### config.mk
export PLATFORM = sky130hd
export DESIGN_NAME = la_capture_ctrl_flat
export DESIGN_NICKNAME = d
export VERILOG_FILES = /design/src/rtl/la_capture_ctrl_if.sv /design/src/rtl/la_capture_ctrl.sv /design/src/flat_wrapper.sv
export SDC_FILE = /design/constraint.sdc
export NUM_CORES = 1
export LEC_CHECK = 0
export ABC_AREA = 1
export CAP_MARGIN = 15
export CORE_MARGIN = 4
export CORE_UTILIZATION = 51
export DETAILED_ROUTE_END_ITERATION = 8
export PLACE_DENSITY = 0.82
export REMOVE_ABC_BUFFERS = 1
export SLEW_MARGIN = 20
export SYNTH_ARGS = -nofsm -noshare
export SYNTH_HDL_FRONTEND = slang
export SYNTH_SLANG_ARGS = --single-unit
### constraint.sdc
create_clock -name clock -period 2.7 [get_ports clock]
set_clock_uncertainty 0.15 [all_clocks]
set_input_delay 0.54 -clock clock [delete_from_list [all_inputs] [get_ports clock]]
set_output_delay 0.54 -clock clock [all_outputs]
set_load 0.02 [all_outputs]
### src/rtl/la_capture_ctrl_if.sv
// Capture-sequencer bus: arming/trigger configuration in, SRAM gating and status out.
// master drives configuration and samples status; slave is the sequencer.
interface la_capture_ctrl_if #(
  parameter int unsigned LA_WIDTH  = 8,
  parameter int unsigned LA_CHIPS  = 2,
  parameter int unsigned CNT_WIDTH = 23
);
  logic                 start;
  logic                 abort;
  logic [CNT_WIDTH-1:0] pre_samples;
  logic [CNT_WIDTH-1:0] post_samples;
  logic [LA_WIDTH-1:0]  trig_mask;
  logic [LA_WIDTH-1:0]  trig_value;
  logic [LA_WIDTH-1:0]  edge_mask;
  logic [LA_WIDTH-1:0]  edge_rise;
  logic [LA_WIDTH-1:0]  la_in;
  logic                 sample_en;
  logic [LA_CHIPS-1:0]  sram_cs;
  logic                 busy;
  logic                 triggered;
  logic                 done;
  logic                 wrapped;
  logic [CNT_WIDTH-1:0] sample_index;
  logic [CNT_WIDTH-1:0] trig_index;

  modport master (
    output start, abort, pre_samples, post_samples, trig_mask, trig_value,
           edge_mask, edge_rise, la_in,
    input  sample_en, sram_cs, busy, triggered, done, wrapped, sample_index, trig_index
  );

  modport slave (
    input  start, abort, pre_samples, post_samples, trig_mask, trig_value,
           edge_mask, edge_rise, la_in,
    output sample_en, sram_cs, busy, triggered, done, wrapped, sample_index, trig_index
  );
endinterface

### src/rtl/la_capture_ctrl.sv
// Logic-analyzer capture sequencer: pre-trigger fill, level/edge trigger, post-trigger fill
// into a ring buffer of DEPTH samples, with SRAM clock gating and chip-select control.
module la_capture_ctrl #(
  parameter int unsigned LA_WIDTH  = 8,
  parameter int unsigned LA_CHIPS  = 2,
  parameter int unsigned CNT_WIDTH = 23,
  parameter int unsigned DEPTH     = 2 ** CNT_WIDTH
) (
  input logic              clock,
  input logic              reset_n,
  la_capture_ctrl_if.slave bus
);

  typedef enum logic [2:0] {
    S_IDLE,
    S_PRE,
    S_WAIT,
    S_POST,
    S_DONE
  } state_t;

  state_t               state_q, state_d;
  logic [CNT_WIDTH-1:0] cnt_q, cnt_d;
  logic [CNT_WIDTH-1:0] idx_q, idx_d;
  logic [CNT_WIDTH-1:0] trig_idx_q, trig_idx_d;
  logic [LA_WIDTH-1:0]  la_prev_q, la_prev_d;
  logic [LA_CHIPS-1:0]  cs_q, cs_d;
  logic                 sample_en_q, sample_en_d;
  logic                 busy_q, busy_d;
  logic                 triggered_q, triggered_d;
  logic                 done_q, done_d;
  logic                 wrapped_q, wrapped_d;
  logic                 finish;

  logic                 capturing;
  logic                 idx_last;
  logic [CNT_WIDTH-1:0] cnt_inc;
  logic [LA_WIDTH-1:0]  edge_hit;
  logic                 level_ok;
  logic                 edge_ok;
  logic                 trig_hit;

  assign capturing = (state_q == S_PRE) || (state_q == S_WAIT) || (state_q == S_POST);
  assign idx_last  = (idx_q == CNT_WIDTH'(DEPTH - 1));
  assign cnt_inc   = cnt_q + 1'b1;

  // Per-channel edge detect against the previous sample; unmasked channels always pass.
  assign edge_hit = (bus.edge_rise & ~la_prev_q & bus.la_in) |
                    (~bus.edge_rise & la_prev_q & ~bus.la_in);
  assign level_ok = (((bus.la_in ^ bus.trig_value) & bus.trig_mask) == '0);
  assign edge_ok  = ((~edge_hit & bus.edge_mask) == '0);
  assign trig_hit = level_ok && edge_ok;

  always_ff @(posedge clock or negedge reset_n) begin
    if (!reset_n) begin
      state_q     <= S_IDLE;
      cnt_q       <= '0;
      idx_q       <= '0;
      trig_idx_q  <= '0;
      la_prev_q   <= '0;
      cs_q        <= '1;
      sample_en_q <= 1'b0;
      busy_q      <= 1'b0;
      triggered_q <= 1'b0;
      done_q      <= 1'b0;
      wrapped_q   <= 1'b0;
    end else begin
      state_q     <= state_d;
      cnt_q       <= cnt_d;
      idx_q       <= idx_d;
      trig_idx_q  <= trig_idx_d;
      la_prev_q   <= la_prev_d;
      cs_q        <= cs_d;
      sample_en_q <= sample_en_d;
      busy_q      <= busy_d;
      triggered_q <= triggered_d;
      done_q      <= done_d;
      wrapped_q   <= wrapped_d;
    end
  end

  always_comb begin
    state_d     = state_q;
    cnt_d       = cnt_q;
    idx_d       = idx_q;
    trig_idx_d  = trig_idx_q;
    la_prev_d   = la_prev_q;
    cs_d        = cs_q;
    sample_en_d = sample_en_q;
    busy_d      = busy_q;
    triggered_d = triggered_q;
    done_d      = done_q;
    wrapped_d   = wrapped_q;
    finish      = 1'b0;

    if (bus.abort) begin
      // Abort wins over start and trigger; capture position and trigger info are kept.
      state_d     = S_IDLE;
      sample_en_d = 1'b0;
      cs_d        = '1;
      busy_d      = 1'b0;
      done_d      = 1'b0;
    end else begin
      if (capturing) begin
        la_prev_d = bus.la_in;
        if (idx_last) begin
          idx_d     = '0;
          wrapped_d = 1'b1;
        end else begin
          idx_d = idx_q + 1'b1;
        end
      end

      case (state_q)
        S_IDLE, S_DONE: begin
          if (bus.start) begin
            state_d     = (bus.pre_samples == '0) ? S_WAIT : S_PRE;
            cnt_d       = '0;
            idx_d       = '0;
            triggered_d = 1'b0;
            done_d      = 1'b0;
            wrapped_d   = 1'b0;
            la_prev_d   = bus.la_in;
            sample_en_d = 1'b1;
            cs_d        = '0;
            busy_d      = 1'b1;
          end
        end
        S_PRE: begin
          if (cnt_inc == bus.pre_samples) begin
            state_d = S_WAIT;
            cnt_d   = '0;
          end else begin
            cnt_d = cnt_inc;
          end
        end
        S_WAIT: begin
          if (trig_hit) begin
            trig_idx_d  = idx_q;
            triggered_d = 1'b1;
            cnt_d       = '0;
            if (bus.post_samples == '0) finish = 1'b1;
            else                        state_d = S_POST;
          end
        end
        S_POST: begin
          if (cnt_inc == bus.post_samples) finish = 1'b1;
          else                             cnt_d = cnt_inc;
        end
        default: state_d = S_IDLE;
      endcase

      // The edge that takes the last sample also closes the SRAM window.
      if (finish) begin
        state_d     = S_DONE;
        sample_en_d = 1'b0;
        cs_d        = '1;
        busy_d      = 1'b0;
        done_d      = 1'b1;
      end
    end
  end

  assign bus.sample_en    = sample_en_q;
  assign bus.sram_cs      = cs_q;
  assign bus.busy         = busy_q;
  assign bus.triggered    = triggered_q;
  assign bus.done         = done_q;
  assign bus.wrapped      = wrapped_q;
  assign bus.sample_index = idx_q;
  assign bus.trig_index   = trig_idx_q;

endmodule

### src/flat_wrapper.sv
// flat-port wrapper written by rule: the top's interface ports become plain ports
module la_capture_ctrl_flat 
#(
  parameter int unsigned LA_WIDTH  = 8,
  parameter int unsigned LA_CHIPS  = 2,
  parameter int unsigned CNT_WIDTH = 23,
  parameter int unsigned DEPTH     = 2 ** CNT_WIDTH
)
  (clock, reset_n, bus_start, bus_abort, bus_pre_samples, bus_post_samples, bus_trig_mask, bus_trig_value, bus_edge_mask, bus_edge_rise, bus_la_in, bus_sample_en, bus_sram_cs, bus_busy, bus_triggered, bus_done, bus_wrapped, bus_sample_index, bus_trig_index);
  la_capture_ctrl_if #(.LA_WIDTH(LA_WIDTH), .LA_CHIPS(LA_CHIPS), .CNT_WIDTH(CNT_WIDTH)) bus_i ();
  input logic clock;
  input logic reset_n;
  input wire logic [$bits(bus_i.start)-1:0] bus_start;
  input wire logic [$bits(bus_i.abort)-1:0] bus_abort;
  input wire logic [$bits(bus_i.pre_samples)-1:0] bus_pre_samples;
  input wire logic [$bits(bus_i.post_samples)-1:0] bus_post_samples;
  input wire logic [$bits(bus_i.trig_mask)-1:0] bus_trig_mask;
  input wire logic [$bits(bus_i.trig_value)-1:0] bus_trig_value;
  input wire logic [$bits(bus_i.edge_mask)-1:0] bus_edge_mask;
  input wire logic [$bits(bus_i.edge_rise)-1:0] bus_edge_rise;
  input wire logic [$bits(bus_i.la_in)-1:0] bus_la_in;
  output wire logic [$bits(bus_i.sample_en)-1:0] bus_sample_en;
  output wire logic [$bits(bus_i.sram_cs)-1:0] bus_sram_cs;
  output wire logic [$bits(bus_i.busy)-1:0] bus_busy;
  output wire logic [$bits(bus_i.triggered)-1:0] bus_triggered;
  output wire logic [$bits(bus_i.done)-1:0] bus_done;
  output wire logic [$bits(bus_i.wrapped)-1:0] bus_wrapped;
  output wire logic [$bits(bus_i.sample_index)-1:0] bus_sample_index;
  output wire logic [$bits(bus_i.trig_index)-1:0] bus_trig_index;
  assign bus_i.start = bus_start;
  assign bus_i.abort = bus_abort;
  assign bus_i.pre_samples = bus_pre_samples;
  assign bus_i.post_samples = bus_post_samples;
  assign bus_i.trig_mask = bus_trig_mask;
  assign bus_i.trig_value = bus_trig_value;
  assign bus_i.edge_mask = bus_edge_mask;
  assign bus_i.edge_rise = bus_edge_rise;
  assign bus_i.la_in = bus_la_in;
  assign bus_sample_en = bus_i.sample_en;
  assign bus_sram_cs = bus_i.sram_cs;
  assign bus_busy = bus_i.busy;
  assign bus_triggered = bus_i.triggered;
  assign bus_done = bus_i.done;
  assign bus_wrapped = bus_i.wrapped;
  assign bus_sample_index = bus_i.sample_index;
  assign bus_trig_index = bus_i.trig_index;
  la_capture_ctrl #(.LA_WIDTH(LA_WIDTH), .LA_CHIPS(LA_CHIPS), .CNT_WIDTH(CNT_WIDTH), .DEPTH(DEPTH)) u_core (.clock(clock), .reset_n(reset_n), .bus(bus_i));
endmodule
==> metrics.md <==
| Metric | Value |
|---|---|
| Critical Path End Type | `flop` |
| Via count | `6906` |
| # diodes | `0` |
| CP arrival | `2820 ps` |
| Fin nets | `1201` |
| Worst EP required | `2780 ps` |
| DIE WIDTH | `116 µm` |
| Die Area | `0.0135 mm²` |
| DR pass1 iterations | `6` |
| Slew @ Worst Pin | `473 ps` |
| Post-synth top area cell | `dfrtp_1` |
| Failing checks | `setup timing` |
| Vias in the first global route | `6332` |
| Critical path class | `flop to flop` |
| R2r setup slk | `-40 ps` |
| Yosys Warn Count | `0` |
| Largest family of logic cells by synthesized area | `simple AND/OR/NAND/NOR gates` |
| DP HPWL | `14000 µm` |
| FF+latch count, synth | `85` |
| Yosys top cell area share | `35.3%` |
| Syn avg cell area | `6.70 µm²` |
| Final estimated routing congestion in global placement | `0.974` |
| Root Driver | `clkbuf_16` |
| Largest net degree at the start of global routing | `35` |
| EDFF count, synth | `0` |
| Hold Vio Cnt, Final | `0` |
| Unrepaired setup endpoints after global routing | `yes` |
| Pleak | `4.20 nW` |
| First-pass GRT wire length | `29600 µm` |
| GR Overflow Total | `0` |
| Most used DFF post-synth | `dfrtp_1` |
| Tmin final | `2740 ps` |
| Core area | `0.0114 mm²` |
| H-tree levels | `3` |
| Synth Area in Adders | `0.420%` |
| Syn Inst Count | `889` |
| Die Y | `116 µm` |
| # rows | `39` |
| Clock sinks | `85` |
| Post-synthesis compound-gate area fraction | `7.25%` |
| TritonCTS Buffers | `9` |
| Highest clock rate | `365 MHz` |
| Global route hottest layer | `met2` |
| Peak supply drop | `436 µV` |
| CTS tree | `yes` |
| Area Overhead vs Synth | `44.5%` |
| Post-DRT Antenna Nets | `0` |
| Initial core utilization | `52.1%` |
| Top cells by area, synth | `dfrtp_1 35%, nand2_1 17%, nand3_1 8.8%` |
| GR Util met1 | `38.2%` |
| GRT Resource Usage Total | `27.6%` |
| Crit-path most repeated cell | `nand2_1` |
| Critical Path Fanout Max | `7` |
| Seq/Total Area, Yosys | `35.8%` |
| Hold WC Path Type | `flop to flop` |
| Simple-Gate Fraction of Synth Area | `43.9%` |
| Commonest cells post-synth | `277 x nand2_1, 117 x inv_1, 105 x nand3_1` |
| WL per Instance | `15.3 µm` |
| Met2 capacity usage during global routing | `44.5%` |
| Top-count cell post-synth | `nand2_1` |
| Avg Vias per Cell | `5.49` |
| Mux cell area share after synthesis | `0.757%` |
| Layout cells sized above 1 | `15.3%` |
| Cell variety after synth | `45` |
| Num ports | `143` |
| Slowest cell delay on critical path | `430 ps` |
| Clock slew at reported path FFs | `70 ps` |
| Final Util | `75.3%` |
| Synth Cell Area | `0.00595 mm²` |
| Final setup vio count | `12` |
| Max Slew Vio Count | `0` |
| DRC violations left | `0` |
| Wirelength, routed | `19200 µm` |
| Grt met3 use | `4.91%` |
| Max-cap check violation count | `0` |
| Power Density | `514 mW/mm²` |
| Crit start category | `flop` |
| Ys async rst share | `100%` |
| CP bufs+invs | `3` |
| Initial antenna violation count | `0` |
| Family with the most delay on the worst path | `simple AND/OR/NAND/NOR gates` |
| Status | `finished with violations` |
| Setup ws final | `-40.7 ps` |
| Clock Path Buffers | `2` |
| Iteration-0 DRC Markers | `638` |
| Fraction of the cycle the final worst path needs | `102%` |
| Slew HR | `68.4%` |
| Clk Latency, worst-skew pair | `340 ps` |
| Post-Synth XOR/XNOR Area | `2.38%` |
| Slowest cell on the critical path | `dfrtp_1` |
| Crit-path cells | `buf_4 -> nand2_2 -> nor2_8 -> buf_4 -> nand3_1 -> nand2_2 -> nand2_1 -> nand2_1 -> nand2_1 -> nor2_1 -> nand2_1 -> nor2_4 -> nand3_4 -> nand2_8 -> buf_12 -> nor2_1 -> nand2_1 -> nand2_1` |
| Input/output buffers | `142` |
| WHS | `340 ps` |
[layout make-up]
| cell class | instances | area, µm² |
|---|---|---|
| multi-input cells | 672 | 3420 |
| fillers | 844 | 2820 |
| flip-flops and latches | 85 | 2130 |
| repair buffers | 219 | 2110 |
| inverters | 122 | 458 |
| clock buffers | 10 | 239 |
| well taps | 143 | 179 |
| clock inverters | 6 | 75.1 |
[where the power goes]
| group | internal (mW) | total [mW] | switching [mW] |
|---|---|---|---|
| registers | 1.39 | 1.47 | 0.0842 |
| clock network | 0.757 | 1.31 | 0.550 |
| logic | 0.703 | 1.64 | 0.940 |
| total | 2.85 | 4.42 | 1.57 |
[worst reg2reg max path, cell delays in order (launching register included)]
cell and delay [ps]:
dfrtp_1 430, buf_4 160, nand2_2 90, nor2_8 210, buf_4 150, nand3_1 110, nand2_2 120, nand2_1 100
nand2_1 70, nand2_1 40, nor2_1 120, nand2_1 100, nor2_4 160, nand3_4 160, nand2_8 180, buf_12 140
nor2_1 40, nand2_1 50, nand2_1 50
[cell usage in the layout (no fill, tap or decap), drive strengths merged, types with 2 or more instances in the layout]
cell	netlist	routed
nand2	290	291
clkdlybuf4s50	0	141
inv	120	123
nand3	108	108
nor2	93	96
dfrtp	84	84
buf	8	75
o21ai	41	41
nor3	32	32
nand4	24	24
a21oi	20	20
clkbuf	6	12
xor2	10	10
or2	10	10
nand3b	8	8
o22ai	6	6
mux2	4	4
nor4	4	4
clkinv	2	3
xnor3	2	2
nor3b	2	2
o31ai	2	2
a211oi	2	2
ha	2	2
[per-layer routing]
layer  share of wire [%]  vias to the layer above
met2                  47                      375
li1                    -                     3330
met1                  41                     3154
met5                   0                        -
met4                 2.4                        0
met3                 9.4                       47
[worst paths after layout]
path / startpoint / endpoint / depth (start not counted)
max: u_core.cnt_q[1] / u_core.cnt_q[8] / 18
min: u_core.bus.trig_index[17] / u_core.bus.trig_index[17] / 2
max reg2reg: u_core.cnt_q[1] / u_core.cnt_q[8] / 18
min reg2reg: u_core.bus.trig_index[17] / u_core.bus.trig_index[17] / 2
max in group asynchronous: reset_n / u_core.bus.trig_index[4] / 3
min in group asynchronous: reset_n / u_core.cnt_q[17] / 2
[sequential cells by signal (all words and copies together), names as in the netlist]
register / count
u_core.bus.sample_index: 23
u_core.bus.trig_index: 23
u_core.cnt_q: 23
u_core.la_prev_q: 8
u_core.state_q: 3
u_core.bus.done: 1
u_core.bus.sample_en: 1
u_core.bus.sram_cs: 1
u_core.bus.triggered: 1
u_core.bus.wrapped: 1
[what timing repair did]
action / CTS / global route
endpoints found under the setup margin: 7 / 31
setup buffers: 0 / 7
cloned: 0 / 6
pin swaps: 1 / 21
endpoints found under the hold margin: 25 / 0
gates resized for setup: 6 / 32
hold buffers: 1 / 0
[per-stage QoR]
| stage | setup slack, ps | cell area [µm²] | instances | setup TNS (ps) | total power [mW] |
|---|---|---|---|---|---|
| 5_1_grt | -196 | 8600 | 1257 | -3980 | 4.66 |
| 2_1_floorplan | -215 | 5840 | 875 | -1450 | 2.24 |
| 3_3_place_gp | -243 | 7990 | 1227 | -8330 | 2.85 |
| 4_1_cts | 5.29 | 8340 | 1244 | 0 | 4.20 |
| 3_5_place_dp | -312 | 7990 | 1227 | -10350 | 2.87 |
| 6_report | -40.7 | 8600 | 1257 | -210 | 4.42 |
[kinds of logic (layout without fill, tap and decap cells)]
group | after synthesis | after routing
adder cells (fa/ha/maj) | 2 | 2
XOR/XNOR | 13 | 13
AO/OA/AOI/OAI | 78 | 78
buffers and inverters | 136 | 357
multiplexers | 4 | 4
AND/OR/NAND/NOR | 571 | 575
flip-flops | 85 | 85
Power figures use the tool's default switching activity.
